**src/rtl/mem_ctrl_pkg.sv**
```systemverilog
// -----------------------------------------------------------------------------
// mem_ctrl_pkg
//   Shared definitions for the MEM pipeline stage: datapath widths, memory
//   access encodings, exception codes, instruction opcodes, the active level
//   of the GPR write strobe and the MEM-stage FSM state type.
//   Ports: none (package).
// -----------------------------------------------------------------------------
package mem_ctrl_pkg;

    localparam int PC_WIDTH           = 32;
    localparam int WORD_WIDTH         = 32;
    localparam int GPR_ADDR_WIDTH     = 5;
    localparam int DATA_WIDTH_MEM_OP  = 4;
    localparam int DATA_WIDTH_ISA_EXP = 4;

    // GPR write strobe is active low: WRITE is the level that performs a write.
    localparam logic WRITE = 1'b0;

    localparam logic [DATA_WIDTH_MEM_OP-1:0] MEM_OP_NOP = 4'd0;
    localparam logic [DATA_WIDTH_MEM_OP-1:0] MEM_OP_LB  = 4'd1;
    localparam logic [DATA_WIDTH_MEM_OP-1:0] MEM_OP_LH  = 4'd2;
    localparam logic [DATA_WIDTH_MEM_OP-1:0] MEM_OP_LW  = 4'd3;
    localparam logic [DATA_WIDTH_MEM_OP-1:0] MEM_OP_LBU = 4'd4;
    localparam logic [DATA_WIDTH_MEM_OP-1:0] MEM_OP_LHU = 4'd5;
    localparam logic [DATA_WIDTH_MEM_OP-1:0] MEM_OP_SB  = 4'd6;
    localparam logic [DATA_WIDTH_MEM_OP-1:0] MEM_OP_SH  = 4'd7;
    localparam logic [DATA_WIDTH_MEM_OP-1:0] MEM_OP_SW  = 4'd8;

    localparam logic [DATA_WIDTH_ISA_EXP-1:0] ISA_EXP_NONE       = 4'd0;
    localparam logic [DATA_WIDTH_ISA_EXP-1:0] ISA_EXP_MISALIGNED = 4'd4;

    localparam logic [6:0] OP_LOAD   = 7'b0000011;
    localparam logic [6:0] OP_SYSTEM = 7'b1110011;

    typedef enum logic {
        ST_IDLE = 1'b0,
        ST_WAIT = 1'b1
    } mem_state_e;

    // Halfword accesses need addr[0] clear, word accesses need addr[1:0] clear.
    function automatic logic is_misaligned(input logic [DATA_WIDTH_MEM_OP-1:0] op,
                                           input logic [1:0]                   addr);
        case (op)
            MEM_OP_LH, MEM_OP_LHU, MEM_OP_SH: return addr[0];
            MEM_OP_LW, MEM_OP_SW:             return addr != 2'b00;
            default:                          return 1'b0;
        endcase
    endfunction

endpackage

```
**src/rtl/mem_ctrl_load_align.sv**
```systemverilog
// -----------------------------------------------------------------------------
// load_align
//   Combinational load-data alignment: picks the byte or halfword lane out of
//   the bus read word and sign- or zero-extends it to a full word.
//   Ports:
//     mem_op    in   access type (LB/LH/LW/LBU/LHU; anything else passes rdata)
//     addr      in   low two bits of the byte address (lane select)
//     rdata     in   raw word returned by the data bus
//     load_data out  aligned, extended value for the register file
// -----------------------------------------------------------------------------
module load_align
    import mem_ctrl_pkg::*;
(
    input  logic [DATA_WIDTH_MEM_OP-1:0] mem_op,
    input  logic [1:0]                   addr,
    input  logic [WORD_WIDTH-1:0]        rdata,
    output logic [WORD_WIDTH-1:0]        load_data
);

    logic [7:0]  byte_lane;
    logic [15:0] half_lane;

    always_comb begin
        case (addr)
            2'd0:    byte_lane = rdata[7:0];
            2'd1:    byte_lane = rdata[15:8];
            2'd2:    byte_lane = rdata[23:16];
            default: byte_lane = rdata[31:24];
        endcase
        half_lane = addr[1] ? rdata[31:16] : rdata[15:0];

        case (mem_op)
            MEM_OP_LB:  load_data = {{24{byte_lane[7]}}, byte_lane};
            MEM_OP_LBU: load_data = {24'b0, byte_lane};
            MEM_OP_LH:  load_data = {{16{half_lane[15]}}, half_lane};
            MEM_OP_LHU: load_data = {16'b0, half_lane};
            default:    load_data = rdata;
        endcase
    end

endmodule

```
**src/rtl/mem_ctrl.sv**
```systemverilog
// -----------------------------------------------------------------------------
// mem_ctrl
//   MEM pipeline stage: issues data-bus accesses, stalls the pipeline while a
//   transaction is outstanding, aligns load data and registers the results
//   towards WB.
//
//   Bus handshake: bus_req is raised with address/data/strobes valid and held,
//   together with those fields, until a cycle in which bus_ack is high; that
//   cycle completes the transfer (bus_rdata valid in the same cycle). A
//   transfer that has been requested is always carried to its ack, even if the
//   instruction is flushed meanwhile; only reset abandons it.
//
//   Ports:
//     clk, rst, cpu_en        clock, sync active-high reset, global hold
//     mem_flush               kill the instruction in this stage
//     ex_*                    EX/MEM pipeline register contents
//     bus_req/we/addr/wdata/byteena  data-bus request (outputs)
//     bus_rdata, bus_ack      data-bus response (inputs)
//     mem_stall_req           combinational stall request to cpu_ctrl
//     mem_*                   registered MEM/WB values
//     dbg_state_o, dbg_kill_o FSM state and pending-kill flag for observation
// -----------------------------------------------------------------------------
module mem_ctrl
    import mem_ctrl_pkg::*;
(
    input  logic                          clk,
    input  logic                          rst,
    input  logic                          cpu_en,
    input  logic                          mem_flush,
    input  logic [PC_WIDTH-1:0]           ex_pc,
    input  logic [WORD_WIDTH-1:0]         ex_insn,
    input  logic                          ex_en,
    input  logic                          ex_gpr_we_,
    input  logic [GPR_ADDR_WIDTH-1:0]     ex_dst_addr,
    input  logic [WORD_WIDTH-1:0]         ex_alu_out,
    input  logic [WORD_WIDTH-1:0]         ex_csr_to_gpr_data,
    input  logic [DATA_WIDTH_MEM_OP-1:0]  ex_mem_op,
    input  logic                          ex_memory_we_en,
    input  logic                          ex_memory_rd_en,
    input  logic [WORD_WIDTH-1:0]         ex_store_data,
    input  logic [3:0]                    ex_store_byteena,
    input  logic [DATA_WIDTH_ISA_EXP-1:0] ex_exp_code,
    output logic                          bus_req,
    output logic                          bus_we,
    output logic [WORD_WIDTH-1:0]         bus_addr,
    output logic [WORD_WIDTH-1:0]         bus_wdata,
    output logic [3:0]                    bus_byteena,
    input  logic [WORD_WIDTH-1:0]         bus_rdata,
    input  logic                          bus_ack,
    output logic                          mem_stall_req,
    output logic [PC_WIDTH-1:0]           mem_pc,
    output logic [WORD_WIDTH-1:0]         mem_insn,
    output logic                          mem_en,
    output logic                          mem_gpr_we_,
    output logic [GPR_ADDR_WIDTH-1:0]     mem_dst_addr,
    output logic [WORD_WIDTH-1:0]         mem_gpr_data,
    output logic [DATA_WIDTH_ISA_EXP-1:0] mem_exp_code,
    output logic                          dbg_state_o,
    output logic                          dbg_kill_o
);

    mem_state_e state_q, state_d;
    logic       kill_q, kill_d;

    logic [PC_WIDTH-1:0]           mem_pc_q,       mem_pc_d;
    logic [WORD_WIDTH-1:0]         mem_insn_q,     mem_insn_d;
    logic                          mem_en_q,       mem_en_d;
    logic                          mem_gpr_we_q,   mem_gpr_we_d;
    logic [GPR_ADDR_WIDTH-1:0]     mem_dst_addr_q, mem_dst_addr_d;
    logic [WORD_WIDTH-1:0]         mem_gpr_data_q, mem_gpr_data_d;
    logic [DATA_WIDTH_ISA_EXP-1:0] mem_exp_code_q, mem_exp_code_d;

    logic                  misalign;
    logic                  access;
    logic                  load_acc;
    logic                  is_system;
    logic                  bubble;
    logic [WORD_WIDTH-1:0] load_data;
    logic [WORD_WIDTH-1:0] gpr_data;

    assign misalign  = is_misaligned(ex_mem_op, ex_alu_out[1:0]);
    assign access    = ex_en & (ex_memory_rd_en | ex_memory_we_en) & ~misalign;
    assign load_acc  = access & ex_memory_rd_en;
    assign is_system = (ex_insn[6:0] == OP_SYSTEM);

    load_align u_load_align (
        .mem_op    (ex_mem_op),
        .addr      (ex_alu_out[1:0]),
        .rdata     (bus_rdata),
        .load_data (load_data)
    );

    assign gpr_data = load_acc  ? load_data          :
                      is_system ? ex_csr_to_gpr_data :
                                  ex_alu_out;

    // FSM next state and the combinational bus/stall outputs.
    always_comb begin
        state_d       = state_q;
        kill_d        = kill_q;
        bus_req       = 1'b0;
        mem_stall_req = 1'b0;
        bubble        = 1'b0;
        case (state_q)
            ST_IDLE: begin
                bus_req = access & ~mem_flush;
                if (bus_req && !bus_ack) begin
                    mem_stall_req = 1'b1;
                    state_d       = ST_WAIT;
                end
            end
            ST_WAIT: begin
                bus_req = 1'b1;
                // With cpu_en low nothing can be captured, so an ack in that
                // cycle is not treated as completion.
                if (bus_ack && cpu_en) begin
                    state_d = ST_IDLE;
                    kill_d  = 1'b0;
                    bubble  = kill_q;
                end else begin
                    mem_stall_req = 1'b1;
                    if (mem_flush) begin
                        kill_d = 1'b1;
                    end
                end
            end
            default: state_d = ST_IDLE;
        endcase
        bubble = bubble | mem_flush | mem_stall_req;
    end

    always_comb begin
        bus_we      = 1'b0;
        bus_addr    = '0;
        bus_wdata   = '0;
        bus_byteena = 4'b0000;
        if (bus_req) begin
            bus_we      = ex_memory_we_en;
            bus_addr    = {ex_alu_out[WORD_WIDTH-1:2], 2'b00};
            bus_wdata   = ex_store_data;
            bus_byteena = ex_store_byteena;
        end
    end

    // Next values of the MEM/WB register: capture, or a non-writing bubble.
    always_comb begin
        mem_pc_d       = ex_pc;
        mem_insn_d     = ex_insn;
        mem_en_d       = ex_en;
        mem_gpr_we_d   = ex_gpr_we_;
        mem_dst_addr_d = ex_dst_addr;
        mem_gpr_data_d = gpr_data;
        mem_exp_code_d = misalign ? ISA_EXP_MISALIGNED : ex_exp_code;
        if (bubble) begin
            mem_pc_d       = '0;
            mem_insn_d     = '0;
            mem_en_d       = 1'b0;
            mem_gpr_we_d   = ~WRITE;
            mem_dst_addr_d = '0;
            mem_gpr_data_d = '0;
            mem_exp_code_d = ISA_EXP_NONE;
        end
    end

    always_ff @(posedge clk) begin
        if (rst) begin
            state_q        <= ST_IDLE;
            kill_q         <= 1'b0;
            mem_pc_q       <= '0;
            mem_insn_q     <= '0;
            mem_en_q       <= 1'b0;
            mem_gpr_we_q   <= ~WRITE;
            mem_dst_addr_q <= '0;
            mem_gpr_data_q <= '0;
            mem_exp_code_q <= ISA_EXP_NONE;
        end else if (cpu_en) begin
            state_q        <= state_d;
            kill_q         <= kill_d;
            mem_pc_q       <= mem_pc_d;
            mem_insn_q     <= mem_insn_d;
            mem_en_q       <= mem_en_d;
            mem_gpr_we_q   <= mem_gpr_we_d;
            mem_dst_addr_q <= mem_dst_addr_d;
            mem_gpr_data_q <= mem_gpr_data_d;
            mem_exp_code_q <= mem_exp_code_d;
        end
    end

    assign mem_pc       = mem_pc_q;
    assign mem_insn     = mem_insn_q;
    assign mem_en       = mem_en_q;
    assign mem_gpr_we_  = mem_gpr_we_q;
    assign mem_dst_addr = mem_dst_addr_q;
    assign mem_gpr_data = mem_gpr_data_q;
    assign mem_exp_code = mem_exp_code_q;
    assign dbg_state_o  = state_q;
    assign dbg_kill_o   = kill_q;

endmodule

```
**config.mk**
```make
export PLATFORM = sky130hd
export DESIGN_NAME = mem_ctrl
export DESIGN_NICKNAME = d
export VERILOG_FILES = /design/src/rtl/mem_ctrl_pkg.sv /design/src/rtl/mem_ctrl_load_align.sv /design/src/rtl/mem_ctrl.sv
export SDC_FILE = /design/constraint.sdc
export NUM_CORES = 1
export LEC_CHECK = 0
export ABC_AREA = 1
export BUFFER_PORTS_ARGS = -buffer_cell sky130_fd_sc_hd__buf_4
export CORE_AREA = 10 10 162 126
export CTS_CLUSTER_SIZE = 40
export DETAILED_ROUTE_END_ITERATION = 16
export DIE_AREA = 0 0 172 136
export GPL_TIMING_DRIVEN = 0
export HOLD_SLACK_MARGIN = 0.03
export PLACE_DENSITY = 0.8
export SETUP_SLACK_MARGIN = 0.3
export SLEW_MARGIN = 20
export SYNTH_ARGS = -nofsm -noshare
export SYNTH_HDL_FRONTEND = slang
export SYNTH_SLANG_ARGS = --single-unit
```
**constraint.sdc**
```tcl
create_clock -name clk -period 1.7 [get_ports clk]
set_input_delay 0.34 -clock clk [delete_from_list [all_inputs] [get_ports clk]]
set_output_delay 0.34 -clock clk [all_outputs]
set_load 0.05 [all_outputs]
```
== Word-level counts from Yosys, hierarchy flattened ==
Cells that the tools add are included.
Storage, ports and cells
  output and inout port bits: 180
  word-level logic and storage cells: 64
  bits of input ports: 218
  register bits: 109
Cells by class
  bitwise logic cells: 10
  reduce and logical (&&, ||, !) cells: 9
  eq/ne operators: 10
  muxes and demuxes: 26
Operators with widths (count)
  $mux 32: 7
  $pmux 32 s4: 1
  $pmux 8 s3: 1
  $mux 16: 1
  $eq 4x3->1 const B: 3
  $mux 4: 3
  $mux 1: 9
  $eq 4x2->1 const B: 2
  $eq 7x7->1 const B: 1
  $pmux 1 s2: 3
  $mux 5: 1
  $and 1x1->1: 4
  $eq 4x1->1 const B: 1
  $eq 4x4->1 const B: 1
  $reduce_bool 2->1: 2
  $not 1->1: 3
  $or 1x1->1: 3
  $reduce_and 3->1: 1
  $reduce_or 3->1: 1
  $eq 2x1->1 const B: 1
  $eq 2x2->1 const B: 1
  $logic_and 1x1->1: 2
  $logic_not 2->1: 1
  $reduce_or 2->1: 1
  $logic_not 1->1: 1

== Logic depth before layout (Yosys ltp) ==
  word-level depth: 11
  mapped depth: 14
  mapped depth without buffers: 13

== Cells and area by module ==
Synthesis repeated with hierarchy kept, for this count alone.
Second synthesis, totals
  cells, all modules: 1311
  area, all modules: 7626.1 um2
By module, submodules not included
  mem_ctrl: area an instance 6598.8 um2, seq. area each 2182.1 um2, cells an instance 1106, instances 1
  load_align: area an instance 1027.2 um2, seq. area each 0.0 um2, cells an instance 205, instances 1

== Least setup slack after synthesis ==
Ideal clock, no wire load.
  path kind: input port to output port
  start point: in ex_alu_out[0]
  end point: out bus_addr[10]
  slack: -0.898 ns
  buffers on the path: 3
  required time: 1.360 ns
  stages on the path: 10
  arrival: 2.258 ns
  cell sequence: buf_4 -> nor2_4 -> inv_2 -> nand2_1 -> nand4_1 -> nand2_2 -> inv_1 -> buf_2 -> buf_2 -> nor2_1
Between the ends
  word-level cells in the longest chain between the ends: 7
RTL lines
  from (decl): RTL line mem_ctrl.sv:35  | input logic [WORD_WIDTH-1:0] ex_alu_out,
  $reduce_bool 2->1: RTL line mem_ctrl_pkg.sv:45  | MEM_OP_LW, MEM_OP_SW: return addr != 2'b00;
  $pmux 1 s2 (*): RTL line mem_ctrl_pkg.sv:43  | case (op)
  $not 1->1 (*): RTL line mem_ctrl.sv:82  | assign access = ex_en & (ex_memory_rd_en | ex_memory_we_en) & ~misalign;
  $and 1x1->1 (*): RTL line mem_ctrl.sv:82
  $and 1x1->1 (*): RTL line mem_ctrl.sv:106  | bus_req = access & ~mem_flush;
  $pmux 1 s2 (*): RTL line mem_ctrl.sv:104  | case (state_q)
  net bus_req: RTL line mem_ctrl.sv:43  | output logic bus_req,
  $mux 32 (*): RTL line mem_ctrl.sv:137  | if (bus_req) begin
  to (decl): RTL line mem_ctrl.sv:45  | output logic [WORD_WIDTH-1:0] bus_addr,
Mark *: on every way through the listed nets, which the timed path passes. The rest lies on a longest branch.

== Worst setup path after layout ==
  start point: in ex_mem_op[3]
  end point: out bus_addr[25]
Between the ends
  word-level cells in the longest chain between the ends: 8
  elaborated cells on any way between the ends: 13
  those cells by class: 5 x eq/ne; 3 x mux; 3 x bitwise; 2 x reduce/logical
RTL lines
  from (decl): RTL line mem_ctrl.sv:37  | input logic [DATA_WIDTH_MEM_OP-1:0] ex_mem_op,
  $eq 4x3->1 (tied with other cells): RTL line mem_ctrl_pkg.sv:43
  $reduce_or 3->1 or $reduce_or 2->1 (tied branches): RTL line mem_ctrl_pkg.sv:43
  $pmux 1 s2 (*): RTL line mem_ctrl_pkg.sv:43
  $not 1->1 (*): RTL line mem_ctrl.sv:82
  $and 1x1->1 (*): RTL line mem_ctrl.sv:82
  $and 1x1->1 (*): RTL line mem_ctrl.sv:106
  $pmux 1 s2 (*): RTL line mem_ctrl.sv:104
  $mux 32 (*): RTL line mem_ctrl.sv:137
Every way passes the cells marked *; elsewhere a longest branch is shown, timed or not.

==> run metrics <==
outcome=finished, violations left; failing checks=setup timing; most frequent cell after synthesis=nand2_1; # hold bufs at CTS=0; Synth Warn #=0; die area=23390 µm²; placed cells=1750; Finished Layout Cells=1818; Buffers on Ports=393; # setup viols final=176; final hold vios=0; synthesized area=6751 µm²; synthesized flop and latch total=109; Initial Util=0.3893; first-pass GRT wire length=50.92 mm; CTS tree=done; switching power=3.067 mW; CTS sink cnt=109; antenna violations before repair=0; CP required=1.36 ns; Max Transition Viols Final=0; Fin Hold WS=0.1891 ns; sw frac=0.3741; total CTS buffers=9; synth top area cells=dfxtp_1 (32%), nand2_1 (18%), nor2_1 (10%); RSZ-0062 raised after global routing=true; post-synthesis sequential area ratio=0.3232; biggest area consumer among synthesized cells=dfxtp_1; core footprint=17340 µm²; Ports=398; ant diodes=0; DRC viols=0; Worst Hold Class=in2reg; remaining antenna violation count=0; DR WL/cell=19.77 µm; type of destination of the critical path=output pin; Syn Inst Count=1136; Final Critical Period=2.141 ns; internal power=5.131 mW; Root Driver=clkbuf_16; routed wire length=35.95 mm; Max Fanout on Critical Path=6; Gate power share=0.392; gr ovfl total=0; CP arrival=1.80 ns; DPL Wire Length=26.75 mm; P&R area growth vs syn=84.12%; die height=136 µm; DRT iter0 DRCs=953; largest net degree at the start of global routing=21; number of vias after detailed routing=9455; CP Launch Type=input pin; P_leak=6.155 nW; clk_lat worst skew=0.36 ns; GRT Util Overall=0.2792; syn_area_per_cell=5.943 µm²; Reg clk slew, reported paths=0.08 ns; sequential share of power=0.331; largest vdd supply drop=0.4816 mV; max-cap violations=0; Pwr Density=659.5 nW/µm²; # fillers=1387; share of cells above drive strength 1=0.4274; ys async rst share=0; Setup CP Type=in2out; post-route setup slack=-0.4408 ns; GP Congestion=0.9624; Final nets=1811; Achievable Freq=0.4671 GHz; clock share of power=0.277; Max clock buf depth=2; Post-synth EDFFs=0; Synth top area share=0.3232; Final period util=1.259; Slew @ Worst Pin=0.6739 ns; Final Skew=0.01067 ns; vias per inst=5.201; Slew headroom=0.5507; Synth top cells by count=nand2_1 (321), nor2_1 (182), inv_1 (139); H-tree depth reported by CTS=3; Most used DFF post-synth=dfxtp_1; Distinct cells, synth=28; number of global-route vias before repair=9066; sum of negative setup slack=-46.30 ns; row count=42; Die X=172 µm; drt pass-1 iters=6
## per-layer routing
metal,GRT usage,vias to the layer above,part of all wire
met1,0.3352,4416,0.39
met2,0.4666,482,0.48
met3,0.07940,77,0.10
li1,-,4480,-
met5,0,-,0
met4,0.09938,0,0.034
## critical path: stages
cell	delay [ns]
buf_8	0.11
inv_2	0.04
nor2_1	0.03
nand2_1	0.07
nand2_2	0.06
nand2_2	0.09
nand4_1	0.16
nand2_4	0.16
inv_6	0.05
buf_12	0.15
buf_12	0.13
buf_16	0.14
nor2_4	0.10
buf_6	0.17
## repair_timing
action                                  4_1_cts  5_1_grt
endpoints found under the setup margin      176      177
gates cloned                                 15        1
pin swaps                                    18       30
buffers inserted                             24       12
gates resized for setup                     132      125
## registers in the layout, summed over array words and instances (netlist names)
name,cells
dbg_kill_o,1
dbg_state_o,1
mem_dst_addr,5
mem_en,1
mem_exp_code,4
mem_gpr_data,32
mem_gpr_we_,1
mem_insn,32
mem_pc,32
## cells in the final DEF (no fill, tap or decap), drive strengths merged
cell        n
buf       492
nand2     341
nor2      189
inv       147
dfxtp     109
a21oi      93
nand4      83
clkbuf     46
nand3      43
o21ai      36
or2         9
clkinv      4
conb        2
o21a        1
clkinvlp    1
a211oi      1
bufinv      1
## power groups by stage
| stage | combinational [mW] | clock [mW] | sequential, mW |
|---|---|---|---|
| after global placement | 2.67 | 0 | 2.77 |
| after CTS | 3.01 | 2.29 | 2.71 |
| after floorplan | 1.31 | 0 | 3.14 |
| final | 3.21 | 2.27 | 2.72 |
| after detailed placement | 2.69 | 0 | 2.77 |
| after global routing | 3.39 | 2.37 | 2.73 |
## cell families after synthesis
kind of cell | synth area share
other | 0.0005554
DFF | 0.3232
AOI/OAI and AO/OA | 0.09785
buffers and inverters | 0.1473
and+or+nand+nor | 0.4311
## metrics by stage
| step | utilization | power (mW) | area (µm²) | setup WS (ns) |
|---|---|---|---|---|
| finish | 0.7168 | 8.199 | 12430 | -0.4408 |
| global route | 0.7168 | 8.484 | 12430 | -0.4912 |
| CTS | 0.6866 | 8.011 | 11910 | -0.4325 |
| detailed placement | 0.6100 | 5.457 | 10580 | -0.5151 |
| global placement | 0.6100 | 5.432 | 10580 | -0.5007 |
| floorplan | - | 4.443 | 7353 | -0.3338 |
## worst paths after layout
kind | startpoint | to | slack, ns | depth (start not counted)
hold / removal | ex_gpr_we_ | mem_gpr_we_ | 0.19 | 3
hold reg to reg | mem_insn[0] | mem_insn[0] | 0.47 | 2
setup / recovery | ex_mem_op[3] | bus_addr[25] | -0.44 | 14
setup reg to reg | dbg_state_o | mem_insn[23] | -0.15 | 13
## area by class of cell
class | instances | area, µm² | share of cell area
Buffer | 84 | 663.1 | 0.05335
Clock buffer | 9 | 225.2 | 0.01812
Clock inverter | 7 | 92.59 | 0.007448
Inverter | 146 | 561.8 | 0.04519
Multi-Input combinational cell | 798 | 4310 | 0.3468
Sequential cell | 109 | 2183 | 0.1756
Tap cell | 220 | 275.3 | 0.02214
Timing Repair Buffer | 445 | 4119 | 0.3314
(Power assumes the default switching activity.)
